`config.mk`:
```
export PLATFORM = sky130hd
export DESIGN_NAME = lcd_nibble_writer
export DESIGN_NICKNAME = d
export VERILOG_FILES = /design/src/rtl/lcd_pkg.sv /design/src/rtl/lcd_nibble_strobe.sv /design/src/rtl/lcd_nibble_writer.sv
export SDC_FILE = /design/constraint.sdc
export NUM_CORES = 1
export LEC_CHECK = 0
export ABC_AREA = 1
export CAP_MARGIN = 20
export CORE_ASPECT_RATIO = 1.1
export CORE_MARGIN = 1
export CORE_UTILIZATION = 50
export CTS_BUF_LIST = sky130_fd_sc_hd__clkbuf_16
export CTS_CLUSTER_DIAMETER = 80
export CTS_CLUSTER_SIZE = 20
export DETAILED_ROUTE_END_ITERATION = 12
export PLACE_DENSITY = 0.71
export SLEW_MARGIN = 25
export SYNTH_ARGS = -nofsm -noshare
export SYNTH_HDL_FRONTEND = slang
export SYNTH_SLANG_ARGS = --single-unit
```
`constraint.sdc`:
```
create_clock -name Clock -period 1.8 [get_ports Clock]
set_input_delay 0.36 -clock Clock [delete_from_list [all_inputs] [get_ports Clock]]
set_output_delay 0.36 -clock Clock [all_outputs]
set_load 0.03 [all_outputs]
```
`src/rtl/lcd_pkg.sv`:
```
// Shared types, default 50 MHz timing and LCD command codes for the nibble writer.
// Used by lcd_nibble_strobe and lcd_nibble_writer.
package lcd_pkg;

    localparam int T_SETUP_DEF = 2;
    localparam int T_PULSE_DEF = 12;
    localparam int T_HOLD_DEF  = 1;
    localparam int T_GAP_DEF   = 50;
    localparam int T_EXEC_DEF  = 2000;
    localparam int T_CLEAR_DEF = 82000;
    localparam int T_PWRUP_DEF = 750000;
    localparam int T_INIT1_DEF = 205000;
    localparam int T_INIT2_DEF = 5000;
    localparam int CW_DEF      = 20;

    localparam logic [7:0] LCD_CMD_CLEAR = 8'h01;
    localparam logic [7:0] LCD_CMD_HOME  = 8'h02;

    typedef enum logic [2:0] {
        ST_INIT_WAIT,
        ST_INIT_STROBE,
        ST_INIT_DELAY,
        ST_IDLE,
        ST_HI_NIB,
        ST_GAP,
        ST_LO_NIB,
        ST_EXEC_WAIT
    } wr_state_e;

    typedef enum logic [1:0] {
        SB_IDLE,
        SB_SETUP,
        SB_PULSE,
        SB_HOLD
    } strobe_state_e;

    // Clear and home need the long execution wait; only as commands (RS=0).
    function automatic logic is_long_cmd(input logic rs, input logic [7:0] b);
        return !rs && ((b == LCD_CMD_CLEAR) || (b == LCD_CMD_HOME));
    endfunction

endpackage

```
`src/rtl/lcd_nibble_strobe.sv`:
```
// One E-strobed nibble: SETUP, PULSE (E high), HOLD. start_i begins SETUP on the same edge;
// done_o is high during the last HOLD cycle so the caller can advance without a bubble.
module lcd_nibble_strobe
    import lcd_pkg::*;
#(
    parameter int T_SETUP = T_SETUP_DEF,
    parameter int T_PULSE = T_PULSE_DEF,
    parameter int T_HOLD  = T_HOLD_DEF,
    parameter int CW      = CW_DEF
) (
    input  logic       clk_i,
    input  logic       rst_n_i,
    input  logic       start_i,
    input  logic [3:0] nibble_i,
    input  logic       rs_i,
    output logic       e_o,
    output logic       rs_o,
    output logic [3:0] data_o,
    output logic       done_o
);

    strobe_state_e   state_q;
    logic [CW-1:0]   cnt_q;
    logic            e_q;
    logic            rs_q;
    logic [3:0]      data_q;

    always_ff @(posedge clk_i) begin
        if (!rst_n_i) begin
            state_q <= SB_IDLE;
            cnt_q   <= '0;
            e_q     <= 1'b0;
            rs_q    <= 1'b0;
            data_q  <= 4'h0;
        end else begin
            case (state_q)
                SB_IDLE: begin
                    if (start_i) begin
                        data_q  <= nibble_i;
                        rs_q    <= rs_i;
                        cnt_q   <= CW'(T_SETUP - 1);
                        state_q <= SB_SETUP;
                    end
                end
                SB_SETUP: begin
                    if (cnt_q == '0) begin
                        e_q     <= 1'b1;
                        cnt_q   <= CW'(T_PULSE - 1);
                        state_q <= SB_PULSE;
                    end else begin
                        cnt_q <= cnt_q - CW'(1);
                    end
                end
                SB_PULSE: begin
                    if (cnt_q == '0) begin
                        e_q     <= 1'b0;
                        cnt_q   <= CW'(T_HOLD - 1);
                        state_q <= SB_HOLD;
                    end else begin
                        cnt_q <= cnt_q - CW'(1);
                    end
                end
                SB_HOLD: begin
                    // Data and RS stay put after this; they are only reloaded on start.
                    if (cnt_q == '0) begin
                        state_q <= SB_IDLE;
                    end else begin
                        cnt_q <= cnt_q - CW'(1);
                    end
                end
                default: state_q <= SB_IDLE;
            endcase
        end
    end

    assign e_o    = e_q;
    assign rs_o   = rs_q;
    assign data_o = data_q;
    assign done_o = (state_q == SB_HOLD) && (cnt_q == '0);

endmodule

```
`src/rtl/lcd_nibble_writer.sv`:
```
// Byte-to-nibble writer for a 4-bit character LCD: valid/ready byte in, two timed E strobes out.
// Define LCD_INIT_EN to run the power-on 4-bit-mode init sequence before accepting bytes.
module lcd_nibble_writer
    import lcd_pkg::*;
#(
    parameter int T_SETUP = T_SETUP_DEF,
    parameter int T_PULSE = T_PULSE_DEF,
    parameter int T_HOLD  = T_HOLD_DEF,
    parameter int T_GAP   = T_GAP_DEF,
    parameter int T_EXEC  = T_EXEC_DEF,
    parameter int T_CLEAR = T_CLEAR_DEF,
    parameter int T_PWRUP = T_PWRUP_DEF,
    parameter int T_INIT1 = T_INIT1_DEF,
    parameter int T_INIT2 = T_INIT2_DEF,
    parameter int CW      = CW_DEF
) (
    input  logic       Clock,
    input  logic       Reset,
    input  logic [7:0] iData,
    input  logic       iRS,
    input  logic       iValid,
    output logic       oReady,
    output logic       oInitDone,
    output logic       LCD_E,
    output logic       LCD_RS,
    output logic       LCD_RW,
    output logic [3:0] SF_DATA
);

    wr_state_e      state_q;
    logic [CW-1:0]  cnt_q;
    logic [7:0]     data_q;
    logic           rs_q;
    logic           ready_q;
    logic           init_done_q;

    logic           strb_start;
    logic [3:0]     strb_nibble;
    logic           strb_rs;
    logic           strb_done;

`ifdef LCD_INIT_EN
    logic [1:0]     init_step_q;
    logic [CW-1:0]  init_delay;

    // Wait after each init strobe: 4.1 ms, 100 us, then normal execution time twice.
    always_comb begin
        case (init_step_q)
            2'd0:    init_delay = CW'(T_INIT1 - 1);
            2'd1:    init_delay = CW'(T_INIT2 - 1);
            default: init_delay = CW'(T_EXEC - 1);
        endcase
    end
`else
    logic unused_init_timing;
    assign unused_init_timing = ^{CW'(T_PWRUP), CW'(T_INIT1), CW'(T_INIT2)};
`endif

    always_comb begin
        strb_start  = 1'b0;
        strb_nibble = 4'h0;
        strb_rs     = 1'b0;
        case (state_q)
            ST_IDLE: begin
                if (iValid && ready_q) begin
                    strb_start  = 1'b1;
                    strb_nibble = iData[7:4];
                    strb_rs     = iRS;
                end
            end
            ST_GAP: begin
                if (cnt_q == '0) begin
                    strb_start  = 1'b1;
                    strb_nibble = data_q[3:0];
                    strb_rs     = rs_q;
                end
            end
`ifdef LCD_INIT_EN
            ST_INIT_WAIT: begin
                if (cnt_q == CW'(T_PWRUP - 1)) begin
                    strb_start  = 1'b1;
                    strb_nibble = 4'h3;
                end
            end
            ST_INIT_DELAY: begin
                if ((cnt_q == '0) && (init_step_q != 2'd3)) begin
                    strb_start  = 1'b1;
                    strb_nibble = (init_step_q == 2'd2) ? 4'h2 : 4'h3;
                end
            end
`endif
            default: ;
        endcase
    end

    always_ff @(posedge Clock) begin
        if (!Reset) begin
`ifdef LCD_INIT_EN
            state_q     <= ST_INIT_WAIT;
            init_step_q <= 2'd0;
`else
            state_q     <= ST_IDLE;
`endif
            cnt_q       <= '0;
            data_q      <= 8'h00;
            rs_q        <= 1'b0;
            ready_q     <= 1'b0;
            init_done_q <= 1'b0;
        end else begin
            case (state_q)
`ifdef LCD_INIT_EN
                // The counter is cleared by reset, so the power-up wait counts up from 0.
                ST_INIT_WAIT: begin
                    if (strb_start) begin
                        state_q <= ST_INIT_STROBE;
                    end else begin
                        cnt_q <= cnt_q + CW'(1);
                    end
                end
                ST_INIT_STROBE: begin
                    if (strb_done) begin
                        cnt_q   <= init_delay;
                        state_q <= ST_INIT_DELAY;
                    end
                end
                ST_INIT_DELAY: begin
                    if (cnt_q == '0) begin
                        if (init_step_q == 2'd3) begin
                            ready_q     <= 1'b1;
                            init_done_q <= 1'b1;
                            state_q     <= ST_IDLE;
                        end else begin
                            init_step_q <= init_step_q + 2'd1;
                            state_q     <= ST_INIT_STROBE;
                        end
                    end else begin
                        cnt_q <= cnt_q - CW'(1);
                    end
                end
`endif
                ST_IDLE: begin
                    if (!init_done_q) begin
                        init_done_q <= 1'b1;
                        ready_q     <= 1'b1;
                    end
                    if (strb_start) begin
                        data_q  <= iData;
                        rs_q    <= iRS;
                        ready_q <= 1'b0;
                        state_q <= ST_HI_NIB;
                    end
                end
                ST_HI_NIB: begin
                    if (strb_done) begin
                        cnt_q   <= CW'(T_GAP - 1);
                        state_q <= ST_GAP;
                    end
                end
                ST_GAP: begin
                    if (strb_start) begin
                        state_q <= ST_LO_NIB;
                    end else begin
                        cnt_q <= cnt_q - CW'(1);
                    end
                end
                ST_LO_NIB: begin
                    if (strb_done) begin
                        cnt_q   <= is_long_cmd(rs_q, data_q) ? CW'(T_CLEAR - 1) : CW'(T_EXEC - 1);
                        state_q <= ST_EXEC_WAIT;
                    end
                end
                ST_EXEC_WAIT: begin
                    if (cnt_q == '0) begin
                        ready_q <= 1'b1;
                        state_q <= ST_IDLE;
                    end else begin
                        cnt_q <= cnt_q - CW'(1);
                    end
                end
                default: state_q <= ST_IDLE;
            endcase
        end
    end

    lcd_nibble_strobe #(
        .T_SETUP (T_SETUP),
        .T_PULSE (T_PULSE),
        .T_HOLD  (T_HOLD),
        .CW      (CW)
    ) u_strobe (
        .clk_i    (Clock),
        .rst_n_i  (Reset),
        .start_i  (strb_start),
        .nibble_i (strb_nibble),
        .rs_i     (strb_rs),
        .e_o      (LCD_E),
        .rs_o     (LCD_RS),
        .data_o   (SF_DATA),
        .done_o   (strb_done)
    );

    assign oReady    = ready_q;
    assign oInitDone = init_done_q;
    assign LCD_RW    = 1'b0;

endmodule

```
==> results by stage, run 1 <==
Yosys:
- Yosys printed 0 warnings.
- The number of standard cells after synthesis is 592.
- The total nets after synthesis is 612.
- The summed instance area of the synthesized netlist is 0.00383 mm².
- The dominant cell type by area after synthesis is dfxtp_1.
- Summed over its instances, the top area cell type makes up 32.4% of the synthesized netlist area.
- The number of distinct library cell variants in the gate-level netlist after synthesis is 40.
- In the synthesized netlist, the cells that appear most often are nand2_1 (143), nor2_1 (103), dfxtp_1 (62).
- The per-instance average area after synthesis is 6.46 µm².
- The post-synthesis sequential area ratio is 32.4%.
- After synthesis, the cell types taking the most area are dfxtp_1 (32%), nand2_1 (14%), nor2_1 (10%).
- The leading register cell type out of synthesis is dfxtp_1.
- Yosys instantiated no cell more often than nand2_1.
- After synthesis the netlist holds a flip-flop and latch count of 62.
- The share of synthesized registers carrying an async set or reset is 0%.
- The number of enable flip-flop cells after synthesis is 0.

Routing:
- The number of nets with antenna violations after routing is 0.
- The detail-routed via count per cell is 5.28.
- Before antenna repair, the detailed router went through 5 iterations.
- The wire length per cell after detailed routing is 13.6 µm.
- The total wire length is 10,400 µm.
- In the routed design, unresolved DRC markers number 0.
- After the first detailed-routing iteration, the DRC count stood at 198.
- Summing over every cut layer, the via total after detailed routing is 4,027.

Floorplanning:
- The horizontal die dimension is 85.4 µm.
- The starting utilization of the core area is 51.5%.
- Pin placement for this block handled 21 I/O pins.
- The core outline area is 0.00743 mm².
- In this run the core area contains 33 standard-cell rows.
- The die height is 93.7 µm.
- The die covers 0.00801 mm².

Layout:
- The layout net count is 691.
- The diode insertion count for antenna repair is 0.
- The filler cell count in the final layout is 651.
- The final standard cell utilization of the core is 68.7%.
- The finished layout holds 763 standard cells, fillers aside.
- The layout overhead on the synthesized area is 33.5%.
- Of the cells placed in the final design, the portion with a size suffix greater than 1 is 24.1%.

CTS:
- The maximum level of the CTS H-tree is 3.
- The clock transition at the registers of the reported paths is 60 ps.
- The insertion delay of the later-clocked pin in the worst-skew pair is 340 ps.
- The total clock sinks is 62.
- The number of buffers added by the clock tree synthesis step is 9.
- The hold-fix buffer count after cts is 0.
- Counting along the longest clock path gives a buffer depth of 2.
- The root cell of the clock tree is clkbuf_16.
- TritonCTS built the clock tree.

Timing:
- Static timing analysis puts the maximum clock frequency at 553 MHz.
- The max-slew violation count is 0.
- The least setup slack across all paths after layout is -8.14 ps.
- For the finished layout, the period the worst path requires is 1810 ps.
- The number of failing setup endpoints in the final timing report is 6.
- Setup repair after global routing could not meet its margin everywhere.
- The part of the cycle the worst path needs is 100%.
- The setup clock skew after layout is 10.7 ps.
- Hold timing on the final database bottoms out at a slack of 465 ps.
- The final hold violation count came to 0.

Worst setup path:
- The standard cell with the maximum stage delay on the critical path is dfxtp_2.
- The internal reg-to-reg setup slack is -8 ps.
- The depth of the critical timing path with buffers and inverters included is 13.
- The most critical setup path has its endpoint at cnt_q[1].
- The worst setup path is launched from a flip-flop.
- The critical path endpoint category is a flip-flop.
- Along the worst path, the maximum fanout reaches 5.
- The most critical setup path has its startpoint at u_strobe.cnt_q[1].
- The number of buffers and inverters on the critical path is 3.
- The worst setup path category is reg2reg.
- Traced cell by cell, the critical path runs through inv_2 > ha_4 > nand2_4 > nor2_4 > nand3_4 > nor2_4 > nand2_4 > nand2_4 > inv_4 > nor2_8 > clkbuf_16 > nand2_2 > a21oi_2.
- The endpoint of the lowest-slack register-to-register path is cnt_q[1].
- Among the stages of the critical path, the cell type that occurs most often is nand2_4.
- The worst register-to-register path begins at u_strobe.cnt_q[1].
- The family with the most delay on the worst path is simple AND/OR/NAND/NOR gates.
- For this run, the slowest stage of the critical path takes 320 ps.
- At the worst endpoint, the arrival time is 2080 ps.
- For the worst setup path, the data required time is 2070 ps.
- For the worst flop-to-flop path, the logic depth is 13.

Power and ir drop:
- The clock network burns 22.0% of the power.
- The share of total power consumed by net switching is 44.5%.
- Summed over all nets, the switching power comes to 3.89 mW.
- Sequential cells account for 20.8% of the total power.
- The internal power consumption is 4.87 mW.
- Power spread over the standard cell area amounts to 1720 mW/mm².
- The analysis attributes to cell leakage a power of 2.39 nW.
- The total power draw is 8.76 mW.
- The share of total power in combinational logic is 57.2%.
- IR analysis of the VDD net gives a maximum drop of 905 µV.

Min path:
- The path class of the tightest hold or removal check is reg2reg.

Global routing:
- The number of antenna violations at the first check in global routing is 0.
- The total global routing overflow is 0.
- The first-pass GRT wire length is 17,000 µm.
- The via count of the first global-routing pass came to 3,875.
- Entering global routing, the biggest net connects 24 pins.
- The combined global-route utilization of all metal layers is 26.6%.

Run status:
- The flow ran to the end, but the final reports show violations.
- The final reports fail on negative setup slack.

Place:
- The last weighted congestion value of the routability-driven placer is 0.879.
- The placed wire-length estimate after detailed placement is 7290 µm.
- The number of instances in the placed design is 731.
- The number of port buffers is 19.

Flow run:
- The tool flagged a number of max-cap violations equal to 0.
[how the worst min path moves through the flow]
stage	cells after the start	end	start
after detailed placement	2	u_strobe.cnt_q[1]	u_strobe.cnt_q[1]
after floorplan	2	data_q[3]	data_q[3]
after CTS	2	u_strobe.data_o[2]	u_strobe.data_o[2]
after global routing	2	data_q[7]	data_q[7]
final	2	data_q[3]	data_q[3]
after global placement	2	data_q[6]	data_q[6]
[timing repair]
| item | 4_1_cts | 5_1_grt |
|---|---|---|
| cloned | 0 | 3 |
| buffers inserted | 0 | 13 |
| hold endpoints to repair | 0 | 0 |
| resized for setup | 3 | 57 |
| pin swaps | 1 | 18 |
| setup endpoints to repair | 6 | 49 |
[cell families (layout without fill, tap and decap cells)]
kind of cell    count (synthesis)  in the layout  synth area share [%]
flops                          62             62                  32.4
buf+inv                        79            163                  8.76
compound gates                 80             80                  11.7
fa+ha+maj                       8              8                  2.62
simple gates                  349            349                  41.4
xor+xnor                       13             13                  2.98
other cells                     1              1                0.0980
[cell usage in the layout, fill, tap and decap left out, types with 3 or more instances in the layout]
cell type,instances
a21oi_1,36
a21oi_2,14
buf_12,3
buf_4,55
clkbuf_16,10
clkdlybuf4s50_1,19
dfxtp_1,59
dfxtp_2,3
ha_1,5
inv_1,54
inv_2,9
inv_6,4
nand2_1,137
nand2_2,12
nand2_4,9
nand3_1,39
nand3_4,3
nand4_1,13
nor2_1,91
nor2_2,11
nor2_4,8
nor3_1,8
nor3_2,3
nor3b_1,3
nor4_1,3
o21ai_0,22
o21ai_1,3
or2_2,3
xor2_1,11
[area by class of cell]
| cell class | instances | area, µm² | area share, % |
|---|---|---|---|
| Sequential cell | 62 | 1240 | 24.4 |
| Inverter | 66 | 259 | 5.07 |
| Multi-Input combinational cell | 451 | 2450 | 48.0 |
| Clock inverter | 7 | 104 | 2.03 |
| Clock buffer | 9 | 225 | 4.41 |
| Timing Repair Buffer | 80 | 711 | 13.9 |
| Timing Repair inverter | 1 | 5.00 | 0.0980 |
| Tap cell | 87 | 109 | 2.13 |
[per-layer routing]
metal  share of wire (%)  track usage (%)
met1                  44             32.4
met2                  50             45.3
met3                 3.7             4.31
met4                 2.4             12.9
met5                   0                0
[sequential cells by signal (all words and copies together) (netlist names)]
signal	flops
u_strobe.rs_o	1
u_strobe.cnt_q	20
oReady	1
cnt_q	20
oInitDone	1
u_strobe.state_q	2
state_q	3
u_strobe.data_o	4
u_strobe.e_o	1
rs_q	1
data_q	8
[power by group through the flow]
stage,logic [mW],registers [mW],clock network (mW)
after floorplan,3.09,1.86,0
after global placement,4.27,1.81,0
after detailed placement,4.36,1.82,0
after CTS,4.41,1.80,1.94
after global routing,5.58,1.85,1.99
final,5.01,1.82,1.92
[worst register-to-register path: cells and delay by family, from the launching register on]
| family | cells | cell delay [ps] |
|---|---|---|
| AO/OA/AOI/OAI | 1 | 100 |
| AND/OR/NAND/NOR | 8 | 880 |
| buffers and inverters | 3 | 310 |
| flip-flops | 1 | 320 |
| adder cells (fa/ha/maj) | 1 | 150 |
[metrics by stage]
stage / setup TNS, ps / setup WS [ps] / instance area (µm²)
4_1_cts: 0 / 5.16 / 4770
5_1_grt: -2370 / -122 / 5110
3_5_place_dp: -81.4 / -32.1 / 4430
3_3_place_gp: -12.1 / -5.50 / 4430
2_1_floorplan: 0 / 5.40 / 3830
6_report: -31.7 / -8.14 / 5110
Note: power is estimated with default switching activity, not from simulation.
==> run 2, diff against run 1 <==
--- a/config.mk
+++ b/config.mk
@@ -6,7 +6,6 @@
 export NUM_CORES = 1
 export LEC_CHECK = 0
 export ABC_AREA = 1
-export CAP_MARGIN = 20
 export CORE_ASPECT_RATIO = 1.1
 export CORE_MARGIN = 1
 export CORE_UTILIZATION = 50
==> results of run 2 <==
Same layout as run 1: the final DEF is identical, and so are final timing and power.
==> run 3, diff against run 2 <==
--- a/config.mk
+++ b/config.mk
@@ -6,13 +6,14 @@
 export NUM_CORES = 1
 export LEC_CHECK = 0
 export ABC_AREA = 1
+export CAP_MARGIN = 20
 export CORE_ASPECT_RATIO = 1.1
 export CORE_MARGIN = 1
 export CORE_UTILIZATION = 50
-export CTS_BUF_LIST = sky130_fd_sc_hd__clkbuf_16
 export CTS_CLUSTER_DIAMETER = 80
 export CTS_CLUSTER_SIZE = 20
 export DETAILED_ROUTE_END_ITERATION = 12
+export GPL_TIMING_DRIVEN = 0
 export PLACE_DENSITY = 0.71
 export SLEW_MARGIN = 25
 export SYNTH_ARGS = -nofsm -noshare
==> run 3 against run 2 <==
  * Critical endpoint is now u_strobe.cnt_q[7]
  * Register-to-register slack lost 70 ps
  * Final area grew 2.1%
  * Die area stayed put
  * Clock skew fell by 2.7 ps
  * Critical path type unchanged
  * The run still ends with negative setup slack left
  * Critical path depth shrank 1
  * Power up 1.7%
==> results by stage, run 3 (synthesis results as in run 1) <==
Worst setup path:
- STA classifies the critical path startpoint as a flip-flop.
- The critical path endpoint category is a flip-flop.
- Grouping stages by cell kind, the critical path spends the most delay in simple AND/OR/NAND/NOR gates.
- The worst endpoint data arrival time is 2120 ps (+40 ps).
- The buffering stage count on the worst path with inverters included is 2 (-1).
- Walking the worst path, the cells encountered are nor2_1 > nand2_1 > nor2_4 > buf_4 > buf_6 > nand3_4 > a21oi_2 > nand2_1 > nand2_2 > nand2_4 > nand2_8 > a21oi_1.
- The critical-path maximum fanout is 7 (+2).
- Counting stages on the worst path, the most repeated cell is nand2_1.
- The stage delay of the slowest cell on the critical path came to 370 ps (+50 ps).
- The worst setup path is of the reg2reg kind.
- The slowest stage of the critical path belongs to the cell dfxtp_1.
- The required time of the critical path is 2040 ps (-30 ps).

Place:
- The worst setup slack before clock tree synthesis was -380 ps (-348 ps).
- The last weighted congestion value of the routability-driven placer is 0.950 (+8.1%).
- The number of port buffers is 19 (unchanged).
- The placed wire-length estimate after detailed placement is 7260 µm (-0.50%).

Layout:
- The largest registers in the layout are cnt_q (20), u_strobe.cnt_q (20), data_q (8).
- The layout net count is 685 (-0.87%).
- The area taken by flip-flops and latches came to 0.00126 mm² (+1.2%).
- The share of final-layout standard cells stronger than drive strength 1 came to 31.8% (+7.7 points).
- The total area of multi-input combinational cells is 0.00267 mm² (+9.0%).
- The filler cell count in the final layout is 591 (-9.2%).
- From synthesis to final layout, the design area changed by 36.2%.
- Leaving out fill and tap cells, the most frequent cells in the layout are nand2_1 (116), nor2_1 (84), inv_1 (51), dfxtp_1 (47), buf_4 (33).
- The diode insertion count for antenna repair is 0 (unchanged).
- Leaving out fill and tap cells, the most frequent cell in the layout is nand2_1.

Global routing:
- The number of antenna violations at the first check in global routing was 0 (unchanged).
- The combined global-route utilization of all metal layers is 28.8% (+2.2 points).
- The total global routing overflow came to 0 (unchanged).
- The met1 global-route usage is 33.1% (+0.70 points).
- The maximum number of pins on one net before global-route repair was 13 (-46%).
- The met3 track utilization from global routing is 3.87% (-0.44 points).
- The met2 usage in global routing came to 51.5% (+6.2 points).
- The first-pass GRT wire length is 18,000 µm (+6.4%).
- In this run the most used layer during global routing was met2.
- The via count of the first global-routing pass is 3,996 (+3.1%).

CTS:
- The insertion delay of the later-clocked pin in the worst-skew pair is 350 ps (about the same).
- The maximum level of the CTS H-tree is 3 (unchanged).
- TritonCTS built the clock tree.
- The number of buffers added by the clock tree synthesis step is 9 (unchanged).
- The maximum buffer depth of the clock tree is 2 (unchanged).
- The hold-fix buffer count after cts is 0 (unchanged).
- The root buffer cell chosen for the clock tree is clkbuf_8.
- The clock transition at the registers of the reported paths came to 80 ps (+20 ps).
- The total clock sinks is 62 (unchanged).

Floorplanning:
- The number of placement rows is 33 (unchanged).
- The core outline area came to 0.00743 mm² (unchanged).
- The starting utilization of the core area is 51.5% (unchanged).
- The horizontal die dimension is 85.4 µm (unchanged).
- The total I/O pin count is 21 (unchanged).
- The die area is 0.00801 mm² (unchanged).
- The die height was 93.7 µm (unchanged).

Timing:
- The headroom to the max-slew limit is 52.2%.
- The maximum achievable frequency was 531 MHz (-3.9%).
- The minimum clock period after layout is 1880 ps (+73.8 ps).
- Setup repair after global routing could not meet its margin everywhere.
- The number of failing setup endpoints in the final timing report is 36 (+30).
- The final hold violation count was 0 (unchanged).
- The final-layout setup total negative slack was -1610 ps (-1570 ps).
- The setup clock skew after layout came to 7.99 ps (-2.68 ps).
- The max-slew violation count is 0 (unchanged).
- The least setup slack across all paths after layout is -82.0 ps (-73.8 ps).
- The part of the cycle the worst path needs is 105% (+4.1 points).
- At the pin with the least slew margin, the transition time is 717 ps.

Min path:
- The min-delay analysis places its worst path in the category reg2reg.

Routing:
- The violation count after the first detailed-route iteration is 230 (+16%).
- The number of nets with antenna violations after routing was 0 (unchanged).
- The total wire length is 11,900 µm (+15%).
- The wire length per cell after detailed routing is 15.8 µm (+15%).
- The detail-routed via count per cell was 5.62 (+6.5%).
- The residual DRC count was 0 (unchanged).
- The total number of vias came to 4,254 (+5.6%).
- The number of optimization iterations in the first detailed-route pass came to 4 (-1).

Power and ir drop:
- The part of the total power dissipated in the clock network is 14.1% (-7.9 points).
- The internal power consumption came to 4.60 mW (-5.4%).
- The power dissipated by switching net loads was 4.30 mW (+11%).
- The share of total power in combinational logic was 64.6% (+7.4 points).
- The share of total power consumed by net switching is 48.3% (+3.9 points).
- The relative contribution of sequential cells to total power is 21.3% (+0.5 points).
- The leakage power came to 2.36 nW (-1.2%).
- The worst supply voltage drop on vdd is 736 µV (-19%).
- The power per standard cell area is 1710 mW/mm² (-0.37%).

Flow run:
- The max-cap check violation count came to 0 (unchanged).

Run status:
- The flow ran to the end, but the final reports show violations.
- The checks that failed: negative setup slack.
## run 3: per-stage QoR
stage                     util (%)  instance area [µm²]  std cells  hold slack, ps  power (mW)
final                         70.1                 5210        757             470        8.91
after detailed placement      55.5                 4130        698             456        5.84
after floorplan                  -                 3830        592             440        4.95
after CTS                     63.5                 4720        735             470        7.79
after global routing          70.1                 5210        757             497        9.50
after global placement        55.5                 4130        698             454        5.78
## run 3: what timing repair did
item | 4_1_cts | 5_1_grt
gates resized for setup | 63 | 95
gates cloned | 3 | 2
setup buffers | 18 | 20
pin swaps | 17 | 26
setup endpoints to repair | 49 | 52
## run 3: final cells by class
cell class	instances	area share [%]
timing repair buffer	61	11.4
sequential	62	24.2
tap	87	2.09
clock inverter	7	1.39
inverter	66	5.16
clock buffer	9	2.38
multi-input combinational	452	51.2
buffer	13	2.21
## run 3: worst register-to-register path, delay by kind of cell, from the launching register on
family | cells | cell delay, ps
flops | 1 | 370
simple gates | 8 | 950
buf+inv | 2 | 230
compound gates | 2 | 230
## run 3: power groups by stage
stage	combinational (mW)	sequential [mW]	clock [mW]
CTS	4.67	1.85	1.27
global placement	3.93	1.85	0
finish	5.75	1.89	1.26
global route	6.24	1.92	1.33
detailed placement	3.98	1.86	0
floorplan	3.09	1.86	0
## run 3: path summary, 6_finish.rpt
path,cells past startpoint,slack (ps),startpoint,endpoint
worst min register to register,2,470,data_q[4],data_q[4]
worst max-delay path,12,-80,u_strobe.cnt_q[5],u_strobe.cnt_q[7]
worst min-delay path,2,470,data_q[4],data_q[4]
worst max register to register,12,-80,u_strobe.cnt_q[5],u_strobe.cnt_q[7]
## run 3: layer usage
metal,share of wire [%],vias up,wire (µm)
met3,4.8,43,574
met4,4.1,0,490
met2,52,155,6200
met1,39,2006,4660
li1,-,2050,-
met5,0,-,0
